## config.mk

```make
export PLATFORM = sky130hd
export DESIGN_NAME = timer_digit_chain_flat
export DESIGN_NICKNAME = d
export VERILOG_FILES = /design/src/rtl/timer_digit_chain_if.sv /design/src/rtl/timer_digit_chain.sv /design/src/flat_wrapper.sv
export SDC_FILE = /design/constraint.sdc
export NUM_CORES = 1
export LEC_CHECK = 0
export BUFFER_PORTS_ARGS = -buffer_cell sky130_fd_sc_hd__buf_4
export CAP_MARGIN = 20
export CORE_MARGIN = 10
export CORE_UTILIZATION = 47
export CTS_BUF_LIST = sky130_fd_sc_hd__clkbuf_16
export DETAILED_ROUTE_END_ITERATION = 16
export GPL_TIMING_DRIVEN = 0
export HOLD_SLACK_MARGIN = 0.05
export PLACE_DENSITY_LB_ADDON = 0.12
export SYNTH_ARGS = -nofsm -noshare
export SYNTH_HDL_FRONTEND = slang
export SYNTH_SLANG_ARGS = --single-unit
```

## constraint.sdc

```tcl
create_clock -name sys_clk -period 1.9 [get_ports sys_clk]
set_input_delay 0.095 -clock sys_clk [delete_from_list [all_inputs] [get_ports sys_clk]]
set_output_delay 0.095 -clock sys_clk [all_outputs]
set_load 0.01 [all_outputs]
```

## src/rtl/timer_digit_chain_if.sv

```systemverilog
// Control and status bundle of the digit-chain timer.
// master drives controls and reads status; slave is the counter.
interface timer_digit_chain_if #(
    parameter int W = 16
);
    logic         timer_pause;
    logic         timer_clear;
    logic         count_down;
    logic         load_en;
    logic [W-1:0] load_value;
    logic         lap_capture;
    logic [W-1:0] count_value;
    logic [W-1:0] lap_value;
    logic         lap_valid;
    logic         term_pulse;
    logic         at_zero;

    modport master (
        output timer_pause, timer_clear, count_down,
        output load_en, load_value, lap_capture,
        input  count_value, lap_value, lap_valid,
        input  term_pulse, at_zero
    );

    modport slave (
        input  timer_pause, timer_clear, count_down,
        input  load_en, load_value, lap_capture,
        output count_value, lap_value, lap_valid,
        output term_pulse, at_zero
    );
endinterface

```

## src/rtl/timer_digit_chain.sv

```systemverilog
// Mixed-radix cascaded digit counter with tick prescaler,
// up/down count, clamped preset load, lap snapshot, terminal pulse.
module timer_digit_chain #(
    parameter int NUM_DIGITS = 4,
    parameter int DIGIT_W    = 4,
    parameter logic [NUM_DIGITS*DIGIT_W-1:0] DIGIT_LIMIT =
        {4'd6, 4'd10, 4'd6, 4'd10},
    parameter int TICK_DIV   = 1,
    parameter bit WRAP_EN    = 1'b1
) (
    input logic           sys_clk,
    input logic           int_reset_b,
    timer_digit_chain_if.slave tmr
);

    localparam int CW = NUM_DIGITS * DIGIT_W;
    localparam int PW = (TICK_DIV > 1) ? $clog2(TICK_DIV) : 1;
    localparam logic [PW-1:0] P_LAST = PW'(TICK_DIV - 1);

    logic [CW-1:0]      cnt_q, cnt_d;
    logic [CW-1:0]      lap_q;
    logic [CW-1:0]      step_v, clamp_v;
    logic [PW-1:0]      presc_q, presc_d;
    logic               term_q, term_d;
    logic               lap_v_q;
    logic               all_max, all_zero;
    logic               tick, at_term;
    logic               do_clear, do_load, do_hold, do_run;
    logic [DIGIT_W-1:0] dg, dmax, ld;

    // Per-digit next value for one step, cascade enables, load clamp.
    always_comb begin
        step_v   = '0;
        clamp_v  = '0;
        all_max  = 1'b1;
        all_zero = 1'b1;
        dg       = '0;
        dmax     = '0;
        ld       = '0;
        for (int i = 0; i < NUM_DIGITS; i++) begin
            dg   = cnt_q[i*DIGIT_W +: DIGIT_W];
            dmax = DIGIT_LIMIT[i*DIGIT_W +: DIGIT_W] - DIGIT_W'(1);
            ld   = tmr.load_value[i*DIGIT_W +: DIGIT_W];
            clamp_v[i*DIGIT_W +: DIGIT_W] = (ld > dmax) ? dmax : ld;
            if (tmr.count_down) begin
                if (all_zero)
                    step_v[i*DIGIT_W +: DIGIT_W] =
                        (dg == '0) ? dmax : dg - DIGIT_W'(1);
                else
                    step_v[i*DIGIT_W +: DIGIT_W] = dg;
            end else begin
                if (all_max)
                    step_v[i*DIGIT_W +: DIGIT_W] =
                        (dg == dmax) ? '0 : dg + DIGIT_W'(1);
                else
                    step_v[i*DIGIT_W +: DIGIT_W] = dg;
            end
            all_max  = all_max & (dg == dmax);
            all_zero = all_zero & (dg == '0);
        end
    end

    assign do_clear = tmr.timer_clear;
    assign do_load  = tmr.load_en & ~tmr.timer_clear;
    assign do_hold  = tmr.timer_pause & ~tmr.load_en & ~tmr.timer_clear;
    assign do_run   = ~(tmr.timer_pause | tmr.load_en | tmr.timer_clear);
    assign tick     = (presc_q == P_LAST);
    assign at_term  = tmr.count_down ? all_zero : all_max;

    // Exclusive command decode: clear, load, pause, then advance.
    always_comb begin
        cnt_d   = cnt_q;
        presc_d = presc_q;
        term_d  = 1'b0;
        unique case (1'b1)
            do_clear: begin
                cnt_d   = '0;
                presc_d = '0;
            end
            do_load: begin
                cnt_d   = clamp_v;
                presc_d = '0;
            end
            do_hold: begin
                cnt_d   = cnt_q;
            end
            do_run: begin
                presc_d = tick ? '0 : presc_q + PW'(1);
                if (tick) begin
                    term_d = at_term;
                    if (WRAP_EN || !at_term)
                        cnt_d = step_v;
                end
            end
            default: begin
                cnt_d = cnt_q;
            end
        endcase
    end

    // State registers; lap snapshots the pre-update count.
    always_ff @(posedge sys_clk or negedge int_reset_b) begin
        if (!int_reset_b) begin
            cnt_q   <= '0;
            presc_q <= '0;
            term_q  <= 1'b0;
            lap_q   <= '0;
            lap_v_q <= 1'b0;
        end else begin
            cnt_q   <= cnt_d;
            presc_q <= presc_d;
            term_q  <= term_d;
            lap_v_q <= tmr.lap_capture;
            if (tmr.lap_capture)
                lap_q <= cnt_q;
        end
    end

    assign tmr.count_value = cnt_q;
    assign tmr.lap_value   = lap_q;
    assign tmr.lap_valid   = lap_v_q;
    assign tmr.term_pulse  = term_q;
    assign tmr.at_zero     = (cnt_q == '0);

endmodule

```

## src/flat_wrapper.sv

```systemverilog
// flat-port wrapper written by rule: the top's interface ports become plain ports
module timer_digit_chain_flat 
#(
    parameter int NUM_DIGITS = 4,
    parameter int DIGIT_W    = 4,
    parameter logic [NUM_DIGITS*DIGIT_W-1:0] DIGIT_LIMIT =
        {4'd6, 4'd10, 4'd6, 4'd10},
    parameter int TICK_DIV   = 1,
    parameter bit WRAP_EN    = 1'b1
)
  (sys_clk, int_reset_b, tmr_timer_pause, tmr_timer_clear, tmr_count_down, tmr_load_en, tmr_load_value, tmr_lap_capture, tmr_count_value, tmr_lap_value, tmr_lap_valid, tmr_term_pulse, tmr_at_zero);
  timer_digit_chain_if #(.W(16)) tmr_i ();
  input logic sys_clk;
  input logic int_reset_b;
  input wire logic [$bits(tmr_i.timer_pause)-1:0] tmr_timer_pause;
  input wire logic [$bits(tmr_i.timer_clear)-1:0] tmr_timer_clear;
  input wire logic [$bits(tmr_i.count_down)-1:0] tmr_count_down;
  input wire logic [$bits(tmr_i.load_en)-1:0] tmr_load_en;
  input wire logic [$bits(tmr_i.load_value)-1:0] tmr_load_value;
  input wire logic [$bits(tmr_i.lap_capture)-1:0] tmr_lap_capture;
  output wire logic [$bits(tmr_i.count_value)-1:0] tmr_count_value;
  output wire logic [$bits(tmr_i.lap_value)-1:0] tmr_lap_value;
  output wire logic [$bits(tmr_i.lap_valid)-1:0] tmr_lap_valid;
  output wire logic [$bits(tmr_i.term_pulse)-1:0] tmr_term_pulse;
  output wire logic [$bits(tmr_i.at_zero)-1:0] tmr_at_zero;
  assign tmr_i.timer_pause = tmr_timer_pause;
  assign tmr_i.timer_clear = tmr_timer_clear;
  assign tmr_i.count_down = tmr_count_down;
  assign tmr_i.load_en = tmr_load_en;
  assign tmr_i.load_value = tmr_load_value;
  assign tmr_i.lap_capture = tmr_lap_capture;
  assign tmr_count_value = tmr_i.count_value;
  assign tmr_lap_value = tmr_i.lap_value;
  assign tmr_lap_valid = tmr_i.lap_valid;
  assign tmr_term_pulse = tmr_i.term_pulse;
  assign tmr_at_zero = tmr_i.at_zero;
  timer_digit_chain #(.NUM_DIGITS(NUM_DIGITS), .DIGIT_W(DIGIT_W), .DIGIT_LIMIT(DIGIT_LIMIT), .TICK_DIV(TICK_DIV), .WRAP_EN(WRAP_EN)) u_core (.sys_clk(sys_clk), .int_reset_b(int_reset_b), .tmr(tmr_i));
endmodule
```

# Word level (Yosys, flattened, before mapping)
# Cells that the tools add are included.
dict set report totals {
  regBits 35
  inputBits 23
  output_inout_bits 35
}
dict set report op_classes {
  addsub 9
  order_cmp 4
  n_eq_ne 11
  muxes 30
  bitwise_logic 11
  n_reduce_logical 12
}
# cell n
set op_table {}
lappend op_table {{$mux W4} 22}
lappend op_table {{$pmux W16 S3} 1}
lappend op_table {{$mux W16} 2}
lappend op_table {{$ne A4 B4 Y1 const B} 6}
lappend op_table {{$add A4 B1 Y4 const B} 4}
lappend op_table {{$logic_not A16 Y1} 1}
lappend op_table {{$logic_not A4 Y1} 4}
lappend op_table {{$sub A4 B1 Y4 const B} 4}
lappend op_table {{$reduce_and A4 Y1} 3}
lappend op_table {{$eq A4 B3 Y1 const B} 2}
lappend op_table {{$eq A4 B4 Y1 const B} 2}
lappend op_table {{$gt A4 B3 Y1 const B} 2}
lappend op_table {{$gt A4 B4 Y1 const B} 2}
lappend op_table {{$and A1 B1 Y1} 7}
lappend op_table {{$mux W1} 4}
lappend op_table {{$ne A3 B3 Y1 const B} 1}
lappend op_table {{$reduce_bool A3 Y1} 1}
lappend op_table {{$not A1 Y1} 2}
lappend op_table {{$or A1 B1 Y1} 2}
lappend op_table {{$pmux W1 S2} 1}
lappend op_table {{$reduce_and A2 Y1} 1}
lappend op_table {{$reduce_bool A2 Y1} 1}
lappend op_table {{$reduce_or A2 Y1} 1}
lappend op_table {{$add A1 B1 Y1 const B} 1}

# Depth between registers and ports, before layout
dict set report depth {
  ltp_word 8
  ltp_mapped 7
}

# Worst setup path after synthesis
# No wires, ideal clock.
dict set report synth_timing {
  path_kind {register to register}
  startpoint {register u_core.cnt_q[1] (netlist: u_core.tmr.count_value[1])}
  endpoint {register u_core.cnt_q[14] (netlist: u_core.tmr.count_value[14])}
  setup_ns 0.127
  t_arrival_ns 1.997
  setup_slack_ns -0.225
  path_stages_with_launch 7
  path_buffers 1
  synth_period_minus_slack_ns 2.125
  cell_sequence {dfrtp_1 buf_6 or4_4 nor4_2 a2111o_2 o21a_4 mux2_1}
}
dict set report synth_via {
  elab_chain_cells 5
  elab_cells_between_ends 9
  cone_classes {eq/ne: 3; bitwise: 4; reduce/logical: 2}
}
# item line
set synth_lines {}
lappend synth_lines {{start, declared} timer_digit_chain.sv:20} ;# logic [CW-1:0] cnt_q, cnt_d;
lappend synth_lines {{start signal, assigned} timer_digit_chain.sv:110} ;# cnt_q <= cnt_d;
lappend synth_lines {{$eq A4 B4 Y1 / $logic_not A4 Y1 (equally long branches)} {timer_digit_chain.sv:58, timer_digit_chain.sv:59}}
lappend synth_lines {{$and A1 B1 Y1 (on tied branches) (2 in a row)} {timer_digit_chain.sv:58, timer_digit_chain.sv:59}}
lappend synth_lines {{$ne A4 B4 Y1 (no line)} n/a}
lappend synth_lines {{$reduce_and A4 Y1 (no line) *} n/a}
# Every way passes the cells marked *; elsewhere a longest branch is shown, timed or not.
# A chain may end at the register's enable or synchronous reset.

# Worst setup path after layout
dict set report layout_timing {
  startpoint {register u_core.cnt_q[2] (netlist: u_core.tmr.count_value[2])}
  endpoint {register u_core.cnt_q[7] (netlist: u_core.tmr.count_value[7])}
}
dict set report layout_via {
  elab_chain_cells 3
  elab_cells_between_ends 5
  cone_classes {eq/ne: 3; reduce/logical: 2}
}
# item line
set layout_lines {}
lappend layout_lines {{$eq A4 B4 Y1 / $logic_not A4 Y1 (equally long branches)} {timer_digit_chain.sv:58, timer_digit_chain.sv:59}}
lappend layout_lines {{$ne A4 B4 Y1 (no line)} n/a}
lappend layout_lines {{$reduce_and A4 Y1 (no line) *} n/a}
# Marked as above.

==> metrics.csv <==
metric,value,unit
route.detailed.vias_per_inst,5.77,
critPathMaxStageDelay,0.59,ns
drtAntennaViolNets,0,
vias,2021,
synth-seq-area-share,0.395,
routed_wl,6040,um
crit_fanout,6,
async_flop_share,1.00,
numPlacedInstances,335,
std_cell_rows,24,
grt_start_max_net_pins,35,
die_h,87.7,um
grt_pass1_wl,9810,um
grt_usage,0.157,
place_congestion,0.873,
setup_viol_count_final,10,
nFillCells,374,
ys_seq_elements,34,
ioPinCount,58,
clkSlewWorstSetupHoldPaths,0.06,ns
status,finished with violations,
synth_commonest_cells,"34 x dfrtp_1, 17 x mux2_2, 16 x clkbuf_1, 15 x nor2_1, 13 x nand2_1",
critPathSlowestCell,or4_4,
max-cap-violations,0,
start_util,0.491,
synth_cell_type_count,50,
cp.arrival,2.14,ns
worstPathCellList,or4_4 -> mux2_4 -> o21ai_4 -> o31ai_2 -> a22o_1,
hpwlAfterDp,4290,um
fin_crit_sh,1.04,
first_iter_violations,125,
drc,0,
p_per_area,783,nW/um2
place_area,2630,um2
dieArea,7690,um2
nets,320,
yosys.area.top_type,dfrtp_1,
htreeDepth,2,
gr-total-overflow,0,
cts_root_buffer,clkbuf_16,
yosys-top-cells-area,"dfrtp_1 40%, mux2_2 8.9%, a211oi_1 2.8%",
synth-edff-count,0,
setup_slack,-0.0781,ns
io_buffers,55,
worstSetupStartpointType,flip-flop,
holdPathStages,3,
antenna_cells,0,
synth_fp_nets,251,
skew,0.00434,ns
wire_per_inst,17.2,um
ir_drop,0.000535,V
cp-end-kind,flip-flop,
synthCells,228,
hold_viol,0,
syn-cell-area,2150,um2
yosysWarnings,0,
cts.sinks,34,
ff2ff_path_depth,5,
hold_path_class,in2reg,
required,2.07,ns
design_area,2880,um2
fin_crit,1.98,ns
area_delta_synth_final,33.8,%
p_leak,1.28,nW
synth.most_common_cell,dfrtp_1,
tritoncts,yes,
syn_avg_cell_area,9.44,um2
worst-setup-path-type,reg2reg,
dieWidth,87.7,um
violations,negative setup slack,
clock.fmax,0.506,GHz
fin_total_pwr,2.25,mW
stdcell_count,350,
drive_gt1_frac,0.366,
max_slew.worst_pin.slew,0.610,ns
clk_latency,0.28,ns
maxSlewHeadroom,0.594,
synth_flop_cell,dfrtp_1,
antenna_found_initial,0,
clock_path_buffers,2,
slew_viol_final,0,
dr.pass1.iters,4,
synth_top_area_frac,0.395,
grt_pass1_vias,2037,
core_area,4380,um2
numCtsBuffers,5,
rsz0062_at_grt,true,
[registers in the layout, summed over array words and instances, names as in the netlist]
signal                  count
u_core.tmr.lap_value       16
u_core.tmr.term_pulse       1
u_core.tmr.lap_valid        1
u_core.tmr.count_value     16
[stage by stage]
step	utilization	setup WS (ns)	hold slack [ns]	TNS (ns)
after global routing	0.657	-0.128	0.0858	-1.08
after detailed placement	0.600	-0.193	0.0784	-1.18
after global placement	0.600	-0.178	0.0743	-1.08
final	0.657	-0.0781	0.0698	-0.531
after CTS	0.651	-0.137	0.0715	-1.12
after floorplan	-	-0.0928	-0.201	-0.526
[path summary, 6_finish.rpt]
path	endpoint	slack, ns	startpoint
max	u_core.tmr.count_value[7]	-0.08	u_core.tmr.count_value[2]
min	u_core.tmr.count_value[2]	0.07	tmr_load_value[2]
max reg2reg	u_core.tmr.count_value[7]	-0.08	u_core.tmr.count_value[2]
min reg2reg	u_core.tmr.lap_value[7]	0.51	u_core.tmr.lap_value[7]
max in group asynchronous	u_core.tmr.count_value[1]	1.25	int_reset_b
min in group asynchronous	u_core.tmr.count_value[9]	0.30	int_reset_b
[power by group]
| part | leakage (nW) | internal (mW) | switching [mW] |
|---|---|---|---|
| combinational | 0.769 | 0.307 | 0.311 |
| clock | 0.0672 | 0.478 | 0.306 |
| sequential | 0.442 | 0.794 | 0.0581 |
| total | 1.28 | 1.58 | 0.675 |
[cell usage in the layout, fill, tap and decap left out, types with 7 or more instances in the layout]
cell       n
a21oi_1    8
mux2_2    16
nand2_1   13
a211oi_1   8
dfrtp_1   33
inv_1      8
o21a_1     7
o21ai_0   11
buf_4     61
clkbuf_1  13
nor2_1    15
[final cells by class]
class,instances,area [um2],area share
multi-input combinational,164,1220,0.425
sequential,34,852,0.296
timing repair buffer,63,478,0.166
clock buffer,5,125,0.0435
buffer,21,87.6,0.0304
tap,52,65.1,0.0226
inverter,8,30.0,0.0104
clock inverter,3,16.3,0.00565
[per-layer routing]
| metal | part of all wire | track usage | vias to the layer above |
|---|---|---|---|
| met1 | 0.43 | 0.196 | 974 |
| met4 | 0.016 | 0.0565 | 0 |
| li1 | - | - | 975 |
| met2 | 0.46 | 0.241 | 61 |
| met5 | 0 | 0 | - |
| met3 | 0.088 | 0.0585 | 11 |
[cell families after synthesis]
| group | synth area share |
|---|---|
| compound gates | 0.221 |
| xor+xnor | 0.0326 |
| buf+inv | 0.0576 |
| flops | 0.395 |
| mux | 0.115 |
| simple gates | 0.178 |
[critical path: cells and delay by family, from the launching register on]
kind               cells  cell delay (ns)
AOI/OAI and AO/OA      3             0.55
and+or+nand+nor        1             0.59
muxes                  1             0.30
DFF                    1             0.42
[what timing repair did]
action | CTS | global route
hold endpoints to repair | 35 | 0
buffers inserted | 5 | 1
resized for setup | 7 | 11
hold buffers | 2 | 0
setup endpoints to repair | 12 | 15
pin swaps | 4 | 5
No activity file was read; power rests on OpenSTA's default activity.
